`config.mk`:
```
export PLATFORM = sky130hd
export DESIGN_NAME = reg_wb_arbiter
export DESIGN_NICKNAME = d
export VERILOG_FILES = /design/src/rtl/reg_wb_pkg.sv /design/src/rtl/reg_wb_arbiter_slot.sv /design/src/rtl/reg_wb_arbiter.sv
export SDC_FILE = /design/constraint.sdc
export NUM_CORES = 1
export LEC_CHECK = 0
export ABC_AREA = 1
export CORE_UTILIZATION = 46
export DETAILED_ROUTE_END_ITERATION = 10
export PLACE_DENSITY = 0.88
export SETUP_SLACK_MARGIN = 0.5
export SLEW_MARGIN = 20
export SYNTH_ARGS = -nofsm -noshare
export SYNTH_HDL_FRONTEND = slang
export SYNTH_SLANG_ARGS = --single-unit
```
`constraint.sdc`:
```
create_clock -name clk -period 6.28 [get_ports clk]
set_input_delay 1.884 -clock clk [delete_from_list [all_inputs] [get_ports clk]]
set_output_delay 1.884 -clock clk [all_outputs]
set_load 0.005 [all_outputs]
```
`src/rtl/reg_wb_pkg.sv`:
```
// Shared constants and types for the register-file write-back arbiter.
package reg_wb_pkg;
    localparam int DATA_W = 32;
    localparam int ADDR_W = 5;
    localparam logic [4:0] REG_ZERO = 5'd0;

    typedef enum logic [1:0] {
        SRC_NONE = 2'd0,
        SRC_ALU  = 2'd1,
        SRC_LD   = 2'd2
    } src_t;
endpackage

```
`src/rtl/reg_wb_arbiter_slot.sv`:
```
// One-entry holding slot (valid/addr/data/age) with valid/ready input side.
module wb_hold_slot #(
    parameter int DATA_W    = 32,
    parameter int ADDR_W    = 5,
    parameter bit TIE_YOUNG = 1'b0
) (
    input  logic              clk,
    input  logic              rst,
    input  logic              in_valid_i,
    input  logic [ADDR_W-1:0] in_addr_i,
    input  logic [DATA_W-1:0] in_data_i,
    output logic              in_ready_o,
    input  logic              grant_i,
    input  logic              peer_hold_i,
    input  logic              peer_load_i,
    output logic              valid_o,
    output logic [ADDR_W-1:0] addr_o,
    output logic [DATA_W-1:0] data_o,
    output logic              young_o
);
    logic              valid_q, valid_d;
    logic              young_q, young_d;
    logic [ADDR_W-1:0] addr_q, addr_d;
    logic [DATA_W-1:0] data_q, data_d;
    logic              load;

    // Handshake: ready depends only on slot state and grant, never on in_valid_i;
    // a transfer happens on the rising edge where in_valid_i && in_ready_o.
    assign in_ready_o = !rst && (!valid_q || grant_i);
    assign load       = in_valid_i && in_ready_o;

    // young = some other entry still held in the peer slot was captured before this one.
    always_comb begin
        valid_d = valid_q;
        addr_d  = addr_q;
        data_d  = data_q;
        young_d = young_q;
        if (load) begin
            valid_d = 1'b1;
            addr_d  = in_addr_i;
            data_d  = in_data_i;
            young_d = peer_hold_i || (peer_load_i && TIE_YOUNG);
        end else if (grant_i) begin
            valid_d = 1'b0;
            young_d = 1'b0;
        end else begin
            young_d = young_q && peer_hold_i;
        end
    end

    always_ff @(posedge clk) begin
        if (rst) begin
            valid_q <= 1'b0;
            young_q <= 1'b0;
            addr_q  <= '0;
            data_q  <= '0;
        end else begin
            valid_q <= valid_d;
            young_q <= young_d;
            addr_q  <= addr_d;
            data_q  <= data_d;
        end
    end

    assign valid_o = valid_q;
    assign addr_o  = addr_q;
    assign data_o  = data_q;
    assign young_o = young_q;
endmodule

```
`src/rtl/reg_wb_arbiter.sv`:
```
// Write-back arbiter merging ALU and load results onto the register-file write port.
// Optional same-cycle read bypass enabled by defining WB_BYPASS_EN.
module reg_wb_arbiter #(
    parameter int DATA_W       = reg_wb_pkg::DATA_W,
    parameter int ADDR_W       = reg_wb_pkg::ADDR_W,
    parameter int STARVE_LIMIT = 3
) (
    input  logic              clk,
    input  logic              rst,
    input  logic              alu_valid,
    output logic              alu_ready,
    input  logic [ADDR_W-1:0] alu_addr,
    input  logic [DATA_W-1:0] alu_data,
    input  logic              ld_valid,
    output logic              ld_ready,
    input  logic [ADDR_W-1:0] ld_addr,
    input  logic [DATA_W-1:0] ld_data,
    output logic              w_e3,
    output logic [ADDR_W-1:0] w_a3,
    output logic [DATA_W-1:0] w_d,
    input  logic [ADDR_W-1:0] r_a1,
    input  logic [ADDR_W-1:0] r_a2,
    input  logic [DATA_W-1:0] rf_d1,
    input  logic [DATA_W-1:0] rf_d2,
    output logic [DATA_W-1:0] r_d1,
    output logic [DATA_W-1:0] r_d2
);
    import reg_wb_pkg::*;

    logic              alu_v, ld_v, alu_young, ld_young;
    logic [ADDR_W-1:0] alu_a, ld_a;
    logic [DATA_W-1:0] alu_dq, ld_dq;
    logic              gnt_alu, gnt_ld;
    src_t              sel;
    logic [3:0]        starve_q, starve_d;
    logic              w_e3_q, w_e3_d;
    logic [ADDR_W-1:0] w_a3_q, w_a3_d;
    logic [DATA_W-1:0] w_d_q, w_d_d;

    wb_hold_slot #(.DATA_W(DATA_W), .ADDR_W(ADDR_W), .TIE_YOUNG(1'b1)) u_alu_slot (
        .clk(clk), .rst(rst),
        .in_valid_i(alu_valid), .in_addr_i(alu_addr), .in_data_i(alu_data),
        .in_ready_o(alu_ready), .grant_i(gnt_alu),
        .peer_hold_i(ld_v && !gnt_ld), .peer_load_i(ld_valid && ld_ready),
        .valid_o(alu_v), .addr_o(alu_a), .data_o(alu_dq), .young_o(alu_young)
    );

    wb_hold_slot #(.DATA_W(DATA_W), .ADDR_W(ADDR_W), .TIE_YOUNG(1'b0)) u_ld_slot (
        .clk(clk), .rst(rst),
        .in_valid_i(ld_valid), .in_addr_i(ld_addr), .in_data_i(ld_data),
        .in_ready_o(ld_ready), .grant_i(gnt_ld),
        .peer_hold_i(alu_v && !gnt_alu), .peer_load_i(alu_valid && alu_ready),
        .valid_o(ld_v), .addr_o(ld_a), .data_o(ld_dq), .young_o(ld_young)
    );

    // Same destination: age decides (WAW); otherwise starvation, then load priority.
    always_comb begin
        sel = SRC_NONE;
        if (alu_v && ld_v) begin
            if (alu_a == ld_a)
                sel = (ld_young && !alu_young) ? SRC_ALU : SRC_LD;
            else if (starve_q == 4'(STARVE_LIMIT))
                sel = SRC_ALU;
            else
                sel = SRC_LD;
        end else if (alu_v) begin
            sel = SRC_ALU;
        end else if (ld_v) begin
            sel = SRC_LD;
        end
    end

    assign gnt_alu = (sel == SRC_ALU);
    assign gnt_ld  = (sel == SRC_LD);

    always_comb begin
        starve_d = starve_q;
        if (!alu_v || gnt_alu)
            starve_d = 4'd0;
        else if (starve_q < 4'(STARVE_LIMIT))
            starve_d = starve_q + 4'd1;
    end

    always_comb begin
        w_e3_d = 1'b0;
        w_a3_d = w_a3_q;
        w_d_d  = w_d_q;
        if (gnt_alu) begin
            w_a3_d = alu_a;
            w_d_d  = alu_dq;
            w_e3_d = (alu_a != ADDR_W'(REG_ZERO));
        end else if (gnt_ld) begin
            w_a3_d = ld_a;
            w_d_d  = ld_dq;
            w_e3_d = (ld_a != ADDR_W'(REG_ZERO));
        end
    end

    always_ff @(posedge clk) begin
        if (rst) begin
            starve_q <= 4'd0;
            w_e3_q   <= 1'b0;
            w_a3_q   <= '0;
            w_d_q    <= '0;
        end else begin
            starve_q <= starve_d;
            w_e3_q   <= w_e3_d;
            w_a3_q   <= w_a3_d;
            w_d_q    <= w_d_d;
        end
    end

    assign w_e3 = w_e3_q;
    assign w_a3 = w_a3_q;
    assign w_d  = w_d_q;

`ifdef WB_BYPASS_EN
    assign r_d1 = (w_e3_q && (w_a3_q == r_a1) && (r_a1 != ADDR_W'(REG_ZERO))) ? w_d_q : rf_d1;
    assign r_d2 = (w_e3_q && (w_a3_q == r_a2) && (r_a2 != ADDR_W'(REG_ZERO))) ? w_d_q : rf_d2;
`else
    logic unused_raddr;
    assign unused_raddr = ^{r_a1, r_a2};
    assign r_d1 = rf_d1;
    assign r_d2 = rf_d2;
`endif
endmodule

```
; ---- Word-level counts from Yosys, hierarchy flattened
; Index checks and enable logic that the tools add are counted.
[totals]
reg_bits = 120
out_inout_bits = 104
wordCells = 63
[classes]
n_addsub = 1
magnitude_cmp = 1
eq_ne = 4
muxes = 20
reduce_logical = 25
[op_table]
columns = operator, n
row1 = two-way mux 32 bit, 2
row2 = two-way mux 2 bit, 6
row3 = logical AND 1 bit, 10
row4 = two-way mux 1 bit, 10
row5 = two-way mux 5 bit, 2
row6 = nonzero test 5 bit, 2
row7 = zero test 1 bit, 6
row8 = nonzero test 2 bit, 3
row9 = == test 5 bit, 1
row10 = adder 4 x 1 -> 4 bit (second input constant), 1
row11 = == test 4 x 2 -> 1 bit (second input constant), 1
row12 = < comparator 4 x 2 -> 1 bit (second input constant), 1
row13 = logical OR 1 bit, 3
row14 = == test 2 x 1 -> 1 bit (second input constant), 1
row15 = == test 2 bit (second input constant), 1
row16 = OR reduction 2 bit, 1

; ---- Logic depth before layout (Yosys ltp)
[logic_depth]
ltp_word = 11
depth_mapped = 13
mapped_depth_nobuf = 11

; ---- Cells and area by module
; From an unflattened synthesis, not the netlist that was laid out.
[unflattened]
hier_cells = 934
area_unflattened_um2 = 6324.8
[modules_own_cells]
columns = module, n_inst, cells_each, area_per_inst_um2
row1 = reg_wb_arbiter, 1, 423, 2831.5
row2 = wb_hold_slot at u_alu_slot, 1, 258, 1770.4
row3 = wb_hold_slot at u_ld_slot, 1, 253, 1722.9

; ---- Worst setup path after synthesis
; No wires, ideal clock.
[synth_timing]
path_type = input -> output
startpoint = input rst
endpoint = output alu_ready
arrival_ns = 2.831
required_ns = 4.396
setup_slack_ns = 1.565
path_stages = 6
n_path_buf = 3
cell_sequence = clkbuf_1 -> inv_1 -> clkbuf_1 -> clkbuf_1 -> nand2_1 -> inv_1
[synth_via]
elab_chain_cells = 2
[synth_lines]
columns = item, line
row1 = "start, declared", reg_wb_arbiter.sv:9  ; input logic rst,
row2 = zero test 1 bit, reg_wb_arbiter_slot.sv:29  ; assign in_ready_o = !rst && (!valid_q || grant_i);
row3 = logical AND 1 bit, reg_wb_arbiter_slot.sv:29
row4 = "end, declared", reg_wb_arbiter.sv:11  ; output logic alu_ready,
; Every way passes these cells.

; ---- Final worst setup path
[layout_timing]
startpoint = input rst
endpoint = output ld_ready
[layout_via]
elab_chain_cells = 2
[layout_lines]
columns = item, line
row1 = zero test 1 bit, reg_wb_arbiter_slot.sv:29
row2 = logical AND 1 bit, reg_wb_arbiter_slot.sv:29
row3 = "end, declared", reg_wb_arbiter.sv:15  ; output logic ld_ready,
; Every way passes these cells.

==> qor.yml <==
placement:
  dp_slack_ns: 1.35
  gp_congestion: 0.835
  placed_cell_area_um2: 6720
  dp_cells: 1114
  dp_hpwl_um: 9110
  portBuffers: 117
clock_network:
  cts_buffers: 17
  htree_levels: 4
  post_cts_resized: 0
  cts_hold_buf: 0
  cts_root_buf: "clkbuf_16"
  clkLatencyLatePin_ns: 0.42
  cts_max_path_buffers: 2
  postCtsSetupRepairBufs: 0
  cts_tree: "built"
  clk_pin_slew_worst_paths_ns: 0.05
  clock_sinks: 120
logic_synthesis:
  ys_types: 22
  synthSimpleGateAreaFrac_pct: 41.0
  synthCells: 942
  synthesis.area_um2: 6030
  synth_top_family_by_area: "simple AND/OR/NAND/NOR gates"
  synth_warnings: 0
  synth_xor_area_share_pct: 0.290
  syn_area_per_cell_um2: 6.40
  synth_fa_ha_area_share_pct: 0.207
  ys_seq_area_share_pct: 39.8
  synth-seq-cells: 120
  synth_nets: 1095
  synth_compound_area_share_pct: 0.415
  synth_mux_area_share_pct: 0.187
die:
  die_w_um: 117
  rows: 41
  start_util_pct: 47.4
  core_area_um2: 12700
  dieArea_um2: 13600
  boundaryPins: 256
  die_y_um: 117
finish:
  drive_gt1_share_pct: 5.24
  n_fill_cell: 1214
  diodes: 0
  layout.nets: 1114
  fin_area_um2: 7360
  final_cell_mix: "nand2_1 (244), nor2_1 (231), dfxtp_1 (119)"
  syn_to_final_growth_pct: 22.0
  final_common_cell: "nand2_1"
  utilization_pct: 57.9
  final_cells: 1146
global_routing:
  antenna_found_initial: 0
  grt_max_degree: 88
  gr-total-overflow: 0
  grt_pass1_wl_um: 24900
  grt_pass1_vias: 5200
  grt_usage_pct: 24.0
timing:
  skew_ns: 0.00805
  finalSetupViolations: 0
  fin_setup_tns_ns: 0
  period_minus_slack_ns: 4.94
  layout_setup_ws_ns: 1.34
  fmax_ghz: 0.203
  tightest_slew_ns: 1.03
  period_share_pct: 78.6
  rsz0062_at_grt: "no"
  relSlewSlack_pct: 31.4
  final_hold_viol_count: 0
  slew_viol_final: 0
worst_setup_path:
  regToRegStartpoint: "u_alu_slot.addr_o[0]$_SDFFE_PP0P_"
  crit_type: "input pin to output port"
  startpoint_type: "input pin"
  slowest_stage: "clkdlybuf4s50_1"
  startpoint: "rst"
  path_cells: "buf_4, inv_1, nand2_1, inv_1, clkdlybuf4s50_1"
  cp_data_arrival_time_ns: 3.05
  crit_fanout: 30
  worstSetupEndpointType: "output port"
  cp_slowest_stage_delay_ns: 0.53
  cp_common_cell: "inv_1"
  critPathRequiredTime_ns: 4.40
flow_run:
  max-cap-violations: 0
pwr:
  p_per_area_nw_per_um2: 303
  vdd_drop_max_mv: 0.188
  cellLeakagePower_nw: 3.47
detailed_routing:
  drt_iter0_markers: 460
  dr.pass1.iters: 6
  drt-wirelength-per-cell_um: 13.6
  wl_um: 15600
  via_per_inst: 4.95
  vias: 5673
  route.detailed.drc: 0
  ant_nets: 0
hold_path:
  hp-class: "flip-flop to flip-flop"
  holdCritStartpoint: "starve_q[3]$_SDFFE_PP0N_"
status:
  status: "complete, no violations"
logic make-up (layout without fill, tap and decap cells):
logic type	count (synthesis)	in the layout
fa+ha+maj	1	1
xor+xnor	2	2
buf+inv	212	244
flops	120	120
compound gates	5	5
mux	1	1
simple gates	601	601
path summary, 6_finish.rpt:
kind / slack [ns] / end / cells past startpoint
min reg2reg: 0.43 / starve_q[3]$_SDFFE_PP0N_ / 2
min: 0.43 / starve_q[3]$_SDFFE_PP0N_ / 2
max: 1.34 / ld_ready / 5
max reg2reg: 3.33 / u_alu_slot.young_o$_SDFF_PP0_ / 10
Yosys cell counts:
cell / n / area, µm²
inv_1: 85 / 319
buf_1: 1 / 3.75
ha_1: 1 / 12.5
nand3_2: 1 / 10.0
xnor2_1: 1 / 8.76
nor2_2: 1 / 6.26
a21oi_1: 4 / 20.0
nand4_1: 40 / 250
inv_2: 3 / 11.3
dfxtp_1: 120 / 2400
xor2_1: 1 / 8.76
clkbuf_1: 41 / 154
nor3_1: 1 / 5.00
o21ai_0: 1 / 5.00
nor2_1: 232 / 871
nand2_1: 244 / 916
mux2_2: 1 / 11.3
nand3_1: 79 / 395
buf_6: 3 / 33.8
buf_2: 9 / 45.0
nand2_2: 3 / 18.8
buf_4: 70 / 526
cell type report:
class                   count  area [µm²]  area share [%]
repair buffers            124        1220            16.6
multi-input cells         610        2550            34.6
flip-flops and latches    120        2400            32.6
clock inverters             8         140            1.90
well taps                 172         215            2.92
clock buffers              24         502            6.81
inverters                  88         330            4.49
flip-flops by register name (all words and copies together), names as in the netlist:
register and count:
u_alu_slot.data_o 32, u_ld_slot.data_o 32, w_d 32, u_alu_slot.addr_o 5, u_ld_slot.addr_o 5, w_a3 5, starve_q 4, u_alu_slot.valid_o 1
u_alu_slot.young_o 1, u_ld_slot.valid_o 1, u_ld_slot.young_o 1, w_e3 1
layer usage:
| layer | part of all wire (%) | routed length, µm | GRT usage [%] |
|---|---|---|---|
| met5 | 0 | 0 | 0 |
| met4 | 1.8 | 283 | 9.91 |
| met3 | 6.8 | 1060 | 6.90 |
| met2 | 48 | 7450 | 40.0 |
| met1 | 43 | 6760 | 28.9 |
per-stage QoR:
step | total power [mW] | hold slack, ns
2_1_floorplan | 1.08 | 0.408
3_3_place_gp | 1.18 | 0.417
3_5_place_dp | 1.19 | 0.436
4_1_cts | 2.24 | 0.437
5_1_grt | 2.32 | 0.452
6_report | 2.23 | 0.432
report_power, final:
group | leakage (nW) | switching, mW | internal (mW) | total, mW
logic | 2.16 | 0.179 | 0.150 | 0.330
clock network | 0.320 | 0.338 | 0.714 | 1.05
registers | 0.992 | 0.0247 | 0.823 | 0.847
worst max-delay path: cells and delay by family:
family        cells  cell delay (ns)
buf+inv           4             1.07
simple gates      1             0.08
(Power assumes the default switching activity.)
